==> config.mk <==
export PLATFORM = sky130hd
export DESIGN_NAME = tc_pl_cap_acptx_burst
export DESIGN_NICKNAME = d
export VERILOG_FILES = /design/src/rtl/tc_pl_acptx_pkg.sv /design/src/rtl/tc_pl_crc32_dw.sv /design/src/rtl/tc_pl_cap_acptx_burst.sv
export SDC_FILE = /design/constraint.sdc
export NUM_CORES = 1
export LEC_CHECK = 0
export CAP_MARGIN = 5
export CORE_UTILIZATION = 50
export CTS_CLUSTER_DIAMETER = 60
export DETAILED_ROUTE_END_ITERATION = 8
export PLACE_DENSITY = 0.86
export SETUP_SLACK_MARGIN = 0.05
export SLEW_MARGIN = 10
export SYNTH_ARGS = -nofsm -noshare
export SYNTH_HDL_FRONTEND = slang
export SYNTH_HIERARCHICAL = 1
export SYNTH_SLANG_ARGS = --single-unit
==> constraint.sdc <==
create_clock -name clk -period 9.4 [get_ports clk]
set_clock_uncertainty 0.2 [all_clocks]
set_input_delay 1.41 -clock clk [delete_from_list [all_inputs] [get_ports clk]]
set_output_delay 1.41 -clock clk [all_outputs]
set_load 0.05 [all_outputs]
==> src/rtl/tc_pl_acptx_pkg.sv <==
// tc_pl_acptx_pkg: shared FSM encoding and CRC-32 constants for the capture-to-ACP transmitter
package tc_pl_acptx_pkg;
   typedef enum logic [2:0] {S_IDLE, S_CALC, S_ADDR, S_DATA, S_DONE} state_t;
   localparam logic [31:0] CRC32_POLY_R = 32'hEDB88320;
   localparam logic [31:0] CRC32_INIT   = 32'hFFFFFFFF;
   localparam logic [31:0] CRC32_XOROUT = 32'hFFFFFFFF;
   localparam int PAGE_BYTES = 4096;
endpackage

==> src/rtl/tc_pl_crc32_dw.sv <==
// tc_pl_crc32_dw: next-state CRC-32 (reflected) over a DW-bit beat, bytes taken little-endian
module tc_pl_crc32_dw
   import tc_pl_acptx_pkg::*;
#(
   parameter int DW = 64
)(
   input  logic [31:0]   crc_in,
   input  logic [DW-1:0] data,
   output logic [31:0]   crc_out
);
   logic [31:0] c;
   always_comb begin
      c = crc_in;
      for (int i = 0; i < DW; i++)
         c = (c >> 1) ^ ((c[0] ^ data[i]) ? CRC32_POLY_R : 32'h0);
      crc_out = c;
   end
endmodule

==> src/rtl/tc_pl_cap_acptx_burst.sv <==
// tc_pl_cap_acptx_burst: drains a FWFT capture FIFO into DDR as 4 KB-safe ACP bursts with running CRC-32
module tc_pl_cap_acptx_burst
   import tc_pl_acptx_pkg::*;
#(
   parameter int ADDR_W    = 32,
   parameter int CRC_W     = 32,
   parameter int BUF_W     = 128,
   parameter int DW        = 64,
   parameter int BURST_LEN = 16,
   parameter int LEN_W     = 24,
   parameter int ID_W      = 3,
   parameter int AWID      = 0
)(
   input  logic              clk,
   input  logic              rst,
   input  logic              tacp_en,
   output logic              tacp_cmpt,
   output logic              tacp_busy,
   output logic              tacp_err,
   input  logic [ADDR_W-1:0] cap_addr,
   input  logic [LEN_W-1:0]  cap_len,
   output logic [CRC_W-1:0]  cap_crc32,
   input  logic              buff_empty,
   input  logic [BUF_W-1:0]  buff_dout,
   output logic              buff_dout_req,
   output logic              acp_tx_en,
   input  logic              acp_tx_rdy,
   output logic [ADDR_W-1:0] acp_tx_awaddr,
   output logic [ID_W-1:0]   acp_tx_awid,
   output logic [7:0]        acp_tx_awlen,
   output logic [DW-1:0]     acp_tx_wdata,
   input  logic              acp_tx_wdreq
);
   localparam int R    = BUF_W / DW;
   localparam int SL_W = (R > 1) ? $clog2(R) : 1;
   localparam int RB_W = LEN_W + $clog2(R);
   localparam int BS   = $clog2(DW / 8);

   state_t            state;
   logic [ADDR_W-1:0] addr;
   logic [RB_W-1:0]   rem_beats, page_beats, lim, blen_c;
   logic [8:0]        blen, beat;
   logic [SL_W-1:0]   slice;
   logic [31:0]       crc, crc_next;
   logic              last_slice, last_beat, beat_go;

   assign acp_tx_awid   = ID_W'(AWID);
   assign last_slice    = slice == SL_W'(R - 1);
   assign last_beat     = beat == blen - 9'd1;
   assign beat_go       = state == S_DATA && acp_tx_wdreq;
   assign acp_tx_wdata  = (state == S_DATA && !buff_empty) ? buff_dout[slice*DW +: DW] : '0;
   // pop is same-cycle with the last slice; gated by rst so a reset edge never consumes a word
   assign buff_dout_req = !rst && beat_go && last_slice && !buff_empty;

   always_comb begin
      page_beats = RB_W'((13'(PAGE_BYTES) - {1'b0, addr[11:0]}) >> BS);
      lim        = (page_beats < RB_W'(BURST_LEN)) ? page_beats : RB_W'(BURST_LEN);
      blen_c     = (rem_beats < lim) ? rem_beats : lim;
   end

   tc_pl_crc32_dw #(.DW(DW)) u_crc (.crc_in(crc), .data(acp_tx_wdata), .crc_out(crc_next));

   always_ff @(posedge clk)
      if (rst) begin
         state         <= S_IDLE;
         addr          <= '0;
         rem_beats     <= '0;
         blen          <= '0;
         beat          <= '0;
         slice         <= '0;
         crc           <= '0;
         tacp_cmpt     <= 1'b0;
         tacp_busy     <= 1'b0;
         tacp_err      <= 1'b0;
         cap_crc32     <= '0;
         acp_tx_en     <= 1'b0;
         acp_tx_awaddr <= '0;
         acp_tx_awlen  <= '0;
      end else
         case (state)
            S_IDLE: if (tacp_en) begin
               addr      <= cap_addr & ~ADDR_W'((1 << BS) - 1);
               rem_beats <= RB_W'(cap_len) * RB_W'(R);
               slice     <= '0;
               crc       <= CRC32_INIT;
               tacp_err  <= 1'b0;
               tacp_busy <= 1'b1;
               state     <= S_CALC;
            end
            S_CALC: if (rem_beats == '0) begin
               cap_crc32 <= crc ^ CRC32_XOROUT;
               tacp_cmpt <= 1'b1;
               tacp_busy <= 1'b0;
               state     <= S_DONE;
            end else if (!buff_empty) begin
               blen          <= 9'(blen_c);
               acp_tx_awaddr <= addr;
               acp_tx_awlen  <= 8'(blen_c) - 8'd1;
               acp_tx_en     <= 1'b1;
               state         <= S_ADDR;
            end
            S_ADDR: if (acp_tx_rdy) begin
               acp_tx_en <= 1'b0;
               beat      <= '0;
               state     <= S_DATA;
            end
            S_DATA: if (acp_tx_wdreq) begin
               slice <= last_slice ? '0 : slice + 1'b1;
               crc   <= crc_next;
               beat  <= beat + 9'd1;
               if (buff_empty) tacp_err <= 1'b1;
               if (last_beat) begin
                  addr      <= addr + (ADDR_W'(blen) << BS);
                  rem_beats <= rem_beats - RB_W'(blen);
                  if (rem_beats == RB_W'(blen)) begin
                     cap_crc32 <= crc_next ^ CRC32_XOROUT;
                     tacp_cmpt <= 1'b1;
                     tacp_busy <= 1'b0;
                     state     <= S_DONE;
                  end else
                     state <= S_CALC;
               end
            end
            S_DONE: if (!tacp_en) begin
               tacp_cmpt <= 1'b0;
               state     <= S_IDLE;
            end
            default: state <= S_IDLE;
         endcase
endmodule

[Word-level counts from Yosys, hierarchy flattened]
Index checks and enable logic that the tools add are counted.
Operators by class
  add/subtract/negate cells: 7
  $lt $le $gt $ge: 2
  eq/ne operators: 17
  shift operators: 1
  mux-type cells: 118
  bitwise gates (word level): 132
  reduce and logical (&&, ||, !) cells: 25
Operators by type and width (number)
  $mux W32: 73
  $xor A31 B32 Y32: 64
  $pmux W32 S2: 3
  $shiftx A128 B8 Y64: 1
  $mux W25: 3
  $mux W64: 1
  $not A32 Y32: 2
  $xor A1 B1 Y1: 64
  $pmux W25 S2: 1
  $add A32 B12 Y32: 1
  $mux W9: 3
  $eq A25 B9 Y1: 1
  $logic_not A25 Y1: 1
  $lt A25 B22 Y1: 1
  $sub A25 B9 Y25: 1
  $mux W3: 8
  $lt A22 B5 Y1 const B: 1
  $mux W22: 1
  $mux W1: 18
  $ne A2 B2 Y1 const B: 9
  $pmux W9 S2: 1
  $reduce_and A6 Y1: 3
  $pmux W3 S5: 1
  $sub A13 B12 Y14 const A: 1
  other kinds (21): 39
Word-level totals
  bits in registers: 187
  input bits: 190
  output and inout bits: 144
  word-level logic and storage cells: 316

[Longest topological paths before layout]
Gate-level depths: netlist of the first run.
  depth after elaboration: 200
  gate-level depth with buffers: 24
  mapped depth without buffers: 20

[Hierarchy]
The synthesis of the first run kept the hierarchy.
Modules (own cells, without submodules)
  tc_pl_cap_acptx_burst: times used 1, cells each 1428, area each 11158.2 µm², sequential area each 3623.5 µm²
  tc_pl_crc32_dw: times used 1, cells each 518, area each 7313.3 µm², sequential area each 0.0 µm²

[Least setup slack after synthesis of the first run]
Ideal clock, no wire load.
  path type: input-to-reg
  start point: in buff_empty
  end point: reg cap_crc32[8]
  setup time: 71 ps
  arrival: 7949 ps
  data required time: 9129 ps
  setup slack: 1180 ps
  cell stages on the path: 20
  buffers on the path: 1
  cells stage by stage: inv_1 > nand2_1 > clkbuf_1 > nor2_1 > xor2_1 > xnor3_2 > xnor2_4 > xor2_4 > xnor3_2 > xnor2_4 > xnor2_1 > xnor3_4 > xnor3_2 > xnor3_4 > xor2_4 > xor2_2 > xnor3_1 > nor2_1 > o22ai_1 > a21oi_2
On the way
  elaborated cells on any way between the ends: 188
  classes of those cells: mux (63); bitwise (123); reduce/logical (2)
RTL lines
  start: declaration: RTL line tc_pl_cap_acptx_burst.sv:23  | input logic buff_empty,
  $logic_not A1 Y1 *
  $logic_and A1 B1 Y1 *: RTL line tc_pl_cap_acptx_burst.sv:51  | assign acp_tx_wdata = (state == S_DATA && !buff_empty) ? buff_dout[slice*DW +: DW] : '0;
  $mux W64 *: RTL line tc_pl_cap_acptx_burst.sv:51
  net acp_tx_wdata[4]: RTL line tc_pl_cap_acptx_burst.sv:31  | output logic [DW-1:0] acp_tx_wdata,
  $xor A1 B1 Y1 *: RTL line tc_pl_crc32_dw.sv:15  | c = (c >> 1) ^ ((c[0] ^ data[i]) ? CRC32_POLY_R : 32'h0);
  $mux W32 *: RTL line tc_pl_crc32_dw.sv:15
  $xor A31 B32 Y32 * (6 in a row): RTL line tc_pl_crc32_dw.sv:15
  $xor A1 B1 Y1 or $xor A31 B32 Y32 (tied branches): RTL line tc_pl_crc32_dw.sv:15
  (+68 left out)
  $mux W32: RTL line tc_pl_crc32_dw.sv:15
  $xor A31 B32 Y32 * (2 in a row): RTL line tc_pl_crc32_dw.sv:15
  net crc_next[8]: RTL line tc_pl_cap_acptx_burst.sv:44  | logic [31:0] crc, crc_next;
  $not A32 Y32 (no line) *
  $mux W32 *: RTL line tc_pl_cap_acptx_burst.sv:115  | if (rem_beats == RB_W'(blen)) begin
  $mux W32 *: RTL line tc_pl_cap_acptx_burst.sv:112  | if (last_beat) begin
  $mux W32 *: RTL line tc_pl_cap_acptx_burst.sv:107  | S_DATA: if (acp_tx_wdreq) begin
  $pmux W32 S2 *: RTL line tc_pl_cap_acptx_burst.sv:80  | case (state)
  end signal: assignment: RTL line tc_pl_cap_acptx_burst.sv:91  | cap_crc32 <= crc ^ CRC32_XOROUT;
  end signal: assignment: RTL line tc_pl_cap_acptx_burst.sv:116  | cap_crc32 <= crc_next ^ CRC32_XOROUT;
  end: declaration: RTL line tc_pl_cap_acptx_burst.sv:22  | output logic [CRC_W-1:0] cap_crc32,
The timed path passes the listed nets; every way through them passes the cells marked *. The select of a mux whose other input is x is not followed.
A chain may end at the register's enable or synchronous reset.

[Worst setup path in the final report of the first run]
  start point: in buff_empty
  end point: reg cap_crc32[23]
On the way
  word-level cells in the longest chain between the ends: 94
  elaborated cells on any way between the ends: 196
  classes of those cells: mux (67); bitwise (127); reduce/logical (2)
Ends and longest elaborated chain (RTL line)
  $logic_not A1 Y1 *
  $logic_and A1 B1 Y1 *: tc_pl_cap_acptx_burst.sv:51
  $mux W64 *: tc_pl_cap_acptx_burst.sv:51
  $xor A1 B1 Y1: tc_pl_crc32_dw.sv:15
  $mux W32: tc_pl_crc32_dw.sv:15
  $xor A31 B32 Y32 (6 in a row): tc_pl_crc32_dw.sv:15
  $xor A1 B1 Y1 or $xor A31 B32 Y32 (tied branches): tc_pl_crc32_dw.sv:15
  $mux W32 or $xor A31 B32 Y32 (tied branches): tc_pl_crc32_dw.sv:15
  (+74 left out)
  $xor A31 B32 Y32 or $mux W32 (tied branches): tc_pl_crc32_dw.sv:15
  $xor A31 B32 Y32 *: tc_pl_crc32_dw.sv:15
  net crc_next[23]: tc_pl_cap_acptx_burst.sv:44
  $not A32 Y32 (no line) *
  $mux W32 *: tc_pl_cap_acptx_burst.sv:115
  $mux W32 *: tc_pl_cap_acptx_burst.sv:112
  $mux W32 *: tc_pl_cap_acptx_burst.sv:107
  $pmux W32 S2 *: tc_pl_cap_acptx_burst.sv:80
Marked as above.

==> qor.csv, run 1 <==
stage,metric,value,unit
status,status,completed,
logic_synthesis,syn-instance-count,1946,
die,io_pins,334,
logic_synthesis,syn_area,0.0185,sq mm
routing,detail-route-antenna-nets,0,
cts,cts-root-buf,clkbuf_16,
die,initial_core_util,50.6,%
setup_path,max_stage_delay,0.65,ns
cts,clock_sinks,181,
worst_hold_path,hp-class,register to register,
logic_synthesis,synth_area_per_cell,9.49,sq um
cts,numCtsBuffers,17,
setup_path,crit_path_end_kind,register,
timing,tightest_slew,1.20,ns
setup_path,cpMostUsedCell,xnor3_1,
logic_synthesis,ys.flop_type,dfxtp_1,
setup_path,crit_type,input port to register,
setup_path,cp_max_fo,22,
routing,drcViolationCount,0,
die,die_h,194,microns
die,coreArea,0.0365,sq mm
global_routing,grt_max_degree,115,
global_routing,grt_usage,31.0,%
cts,cts_resized,0,
finish,nets,2475,
finish,syn_to_final_growth,24.3,%
die,rows,70,
timing,slew_viol_final,0,
setup_path,required,9.58,ns
timing,period_needed,8.83,ns
global_routing,grt_antenna_before_repair,1,
routing,vias,16100,
timing,setup_tns,0,ns
setup_path,cp-start-kind,input port,
cts,clk_pin_slew,0.08,ns
place,portBuffers,324,
finish,multiInputGateArea,0.0143,sq mm
finish,n_fill_cell,2915,
die,die_w,194,microns
place,gp_congestion,0.975,
routing,drt_iter0_drc,1302,
routing,viasPerCell,5.88,
timing,post-route-period-util,93.9,%
global_routing,grt_pass1_wl,90900,microns
global_routing,grt_pass1_vias,15800,
place,dpl.hpwl,46600,microns
worst_hold_path,worstHoldStart,acp_tx_awaddr[14],
timing,final-setup-viol-count,0,
setup_path,path_cells,clkdlybuf4s50_1 > inv_1 > nand2_2 > nor2_1 > xor2_4 > xnor3_2 > xnor2_4 > xnor2_2 > xnor3_2 > xor2_2 > xor3_2 > xor2_1 > xnor3_1 > xnor3_1 > xnor2_4 > xor2_1 > xnor3_1 > nor2_1 > o22ai_1 > a21oi_2,
run,cap_violations,0,
cts,post_cts_buffers,0,
routing,wl_per_cell,21.8,microns
cts,cts_hold_repair.buffers,0,
routing,drt-total-wl,59500,microns
cts,worstSkewPairLatency,0.45,ns
setup_path,worstPathArrival,9.01,ns
setup_path,crit_start,buff_empty,
timing,grt_setup_unrepaired,no,
logic_synthesis,async_flop_share,0,%
logic_synthesis,synth-edff-count,0,
cts,htreeDepth,4,
setup_path,rr_startpoint,state[0],
die,die_area,0.0377,sq mm
logic_synthesis,ys_types,87,
timing,relSlewSlack,20.3,%
logic_synthesis,ys_seq_area_share,19.6,%
setup_path,cp_slowest_cell,xnor3_2,
global_routing,grt_overflow,0,
routing,firstDrtPassIters,5,
logic_synthesis,synth-seq-cells,181,
logic_synthesis,ys_warn_count,6,
timing,hold_viol,0,
cts,ctsLongestPathBuffers,2,
timing,fmax,113,MHz
finish,drive_above_1_share,12.3,%
cts,cts_tree,built,
finish,register_area,0.00363,sq mm
-- layer usage --
metal	share of wire (%)	wire length (microns)	vias to the layer above	global-route usage, %
met4	5.3	3130	0	14.6
met1	39	23200	7730	36.9
met3	7.3	4320	146	5.79
met5	0	0	-	0
met2	48	28800	747	54.0
li1	-	-	7451	-
-- cell families (layout without fill, tap and decap cells) --
family                     after synthesis  in the layout  synth area share [%]
xor gates and xnor gates               546            546                  41.0
adders and majority gates               34             34                  2.38
AOI/OAI and AO/OA                      390            390                  14.4
buffers and inverters                  147            456                  3.52
other                                    2             12                0.0407
and+or+nand+nor                        568            568                  14.8
DFF                                    181            181                  19.6
muxes                                   78             78                  4.26
-- state kept, by name, indices dropped and copies added, names as in the netlist --
name           cells
cap_crc32         32
crc               32
acp_tx_awaddr     29
addr              29
rem_beats         25
beat               9
blen               9
acp_tx_awlen       8
state              3
acp_tx_en          1
last_slice         1
tacp_busy          1
tacp_cmpt          1
tacp_err           1
-- final cells by class --
type	count	area share [%]
tap	468	2.55
clock inverter	15	0.806
antenna	1	0.0109
multi-input combinational	1627	62.1
clock buffer	17	1.85
sequential	181	15.8
timing repair buffer	392	16.4
inverter	32	0.523
-- per-stage QoR --
stage / hold slack (ns) / setup WS (ns) / instance area (sq um) / util (%) / instances
floorplan: 0.235 / 1.18 / 18500 / - / 1955
global placement: 0.246 / 0.429 / 22300 / 61.2 / 2700
detailed placement: 0.248 / 0.229 / 22300 / 61.2 / 2700
CTS: 0.258 / 0.671 / 23000 / 62.9 / 2732
global route: 0.279 / 0.343 / 23000 / 62.9 / 2733
finish: 0.253 / 0.569 / 23000 / 62.9 / 2733
-- path summary, 6_finish.rpt --
path | slack (ns) | depth (start not counted) | to
setup / recovery | 0.57 | 20 | cap_crc32[23]
hold reg to reg | 0.25 | 2 | acp_tx_awaddr[14]
hold / removal | 0.25 | 2 | acp_tx_awaddr[14]
setup reg to reg | 1.19 | 20 | cap_crc32[23]
-- layout by cell type, fill, tap and decap left out, types with 17 or more instances in the layout --
cell type,n
ha_1,32
o21ai_0,42
nor2_1,222
nand2_1,152
inv_1,32
xor2_1,83
a21oi_2,30
xnor2_1,251
buf_4,68
xnor3_1,122
a21oi_1,100
mux2i_1,73
dfxtp_1,180
o22ai_1,40
nand3_2,30
nor3_1,34
a211oi_1,59
clkbuf_16,17
nand3_1,25
xnor2_2,26
clkdlybuf4s50_1,323
-- critical path: cells and delay by family --
kind | cells | cell delay, ns
AOI/OAI and AO/OA | 2 | 0.28
xor gates and xnor gates | 13 | 5.62
buffers and inverters | 2 | 0.72
and+or+nand+nor | 3 | 0.93
-- synthesized netlist by cell type (7+ instances only) --
| cell type | instances | share of area (%) |
|---|---|---|
| buf_1 | 15 | 0.30 |
| xnor2_1 | 251 | 12 |
| xor2_2 | 15 | 1.3 |
| ha_1 | 32 | 2.2 |
| or2_2 | 7 | 0.24 |
| xnor3_1 | 122 | 15 |
| xnor3_2 | 15 | 1.9 |
| o22ai_1 | 40 | 1.4 |
| o31ai_1 | 7 | 0.28 |
| a21oi_1 | 101 | 2.7 |
| or3_1 | 10 | 0.34 |
| inv_1 | 32 | 0.65 |
| a211oi_1 | 59 | 2.4 |
| o32ai_1 | 10 | 0.47 |
| a311oi_1 | 9 | 0.43 |
| nor2_1 | 223 | 4.5 |
| xnor2_2 | 26 | 2.3 |
| a31oi_1 | 7 | 0.24 |
| o21a_1 | 11 | 0.45 |
| nand2b_1 | 8 | 0.27 |
| xor3_1 | 12 | 1.5 |
| clkbuf_1 | 82 | 1.7 |
| and3_1 | 12 | 0.41 |
| a21oi_2 | 30 | 1.4 |
| nor3_1 | 34 | 0.92 |
| nand4_1 | 11 | 0.37 |
| buf_4 | 10 | 0.41 |
| dfxtp_1 | 181 | 20 |
| mux2i_1 | 73 | 4.0 |
| and2_1 | 11 | 0.37 |
| nand2_1 | 154 | 3.1 |
| xor2_1 | 83 | 3.9 |
| o211ai_1 | 7 | 0.28 |
| o21ai_0 | 42 | 1.1 |
| nor4_1 | 9 | 0.30 |
| nand3_1 | 25 | 0.68 |
| xnor2_4 | 10 | 1.5 |
| nand3_2 | 30 | 1.6 |
| nor2b_1 | 10 | 0.34 |
Power of run 1 is left out: the tool's default activity adds up to more than one toggle a clock period on the data nets, which glitch-free logic cannot reach.
==> run 2: changes to the inputs <==
--- a/config.mk
+++ b/config.mk
@@ -5,6 +5,7 @@
 export SDC_FILE = /design/constraint.sdc
 export NUM_CORES = 1
 export LEC_CHECK = 0
+export ABC_CLOCK_PERIOD_IN_PS = 9400
 export CAP_MARGIN = 5
 export CORE_UTILIZATION = 50
 export CTS_CLUSTER_DIAMETER = 60
==> results of run 2 <==
No change in the layout: final DEF, timing and power equal those of run 1.
Power of run 2 is left out for the same reason.
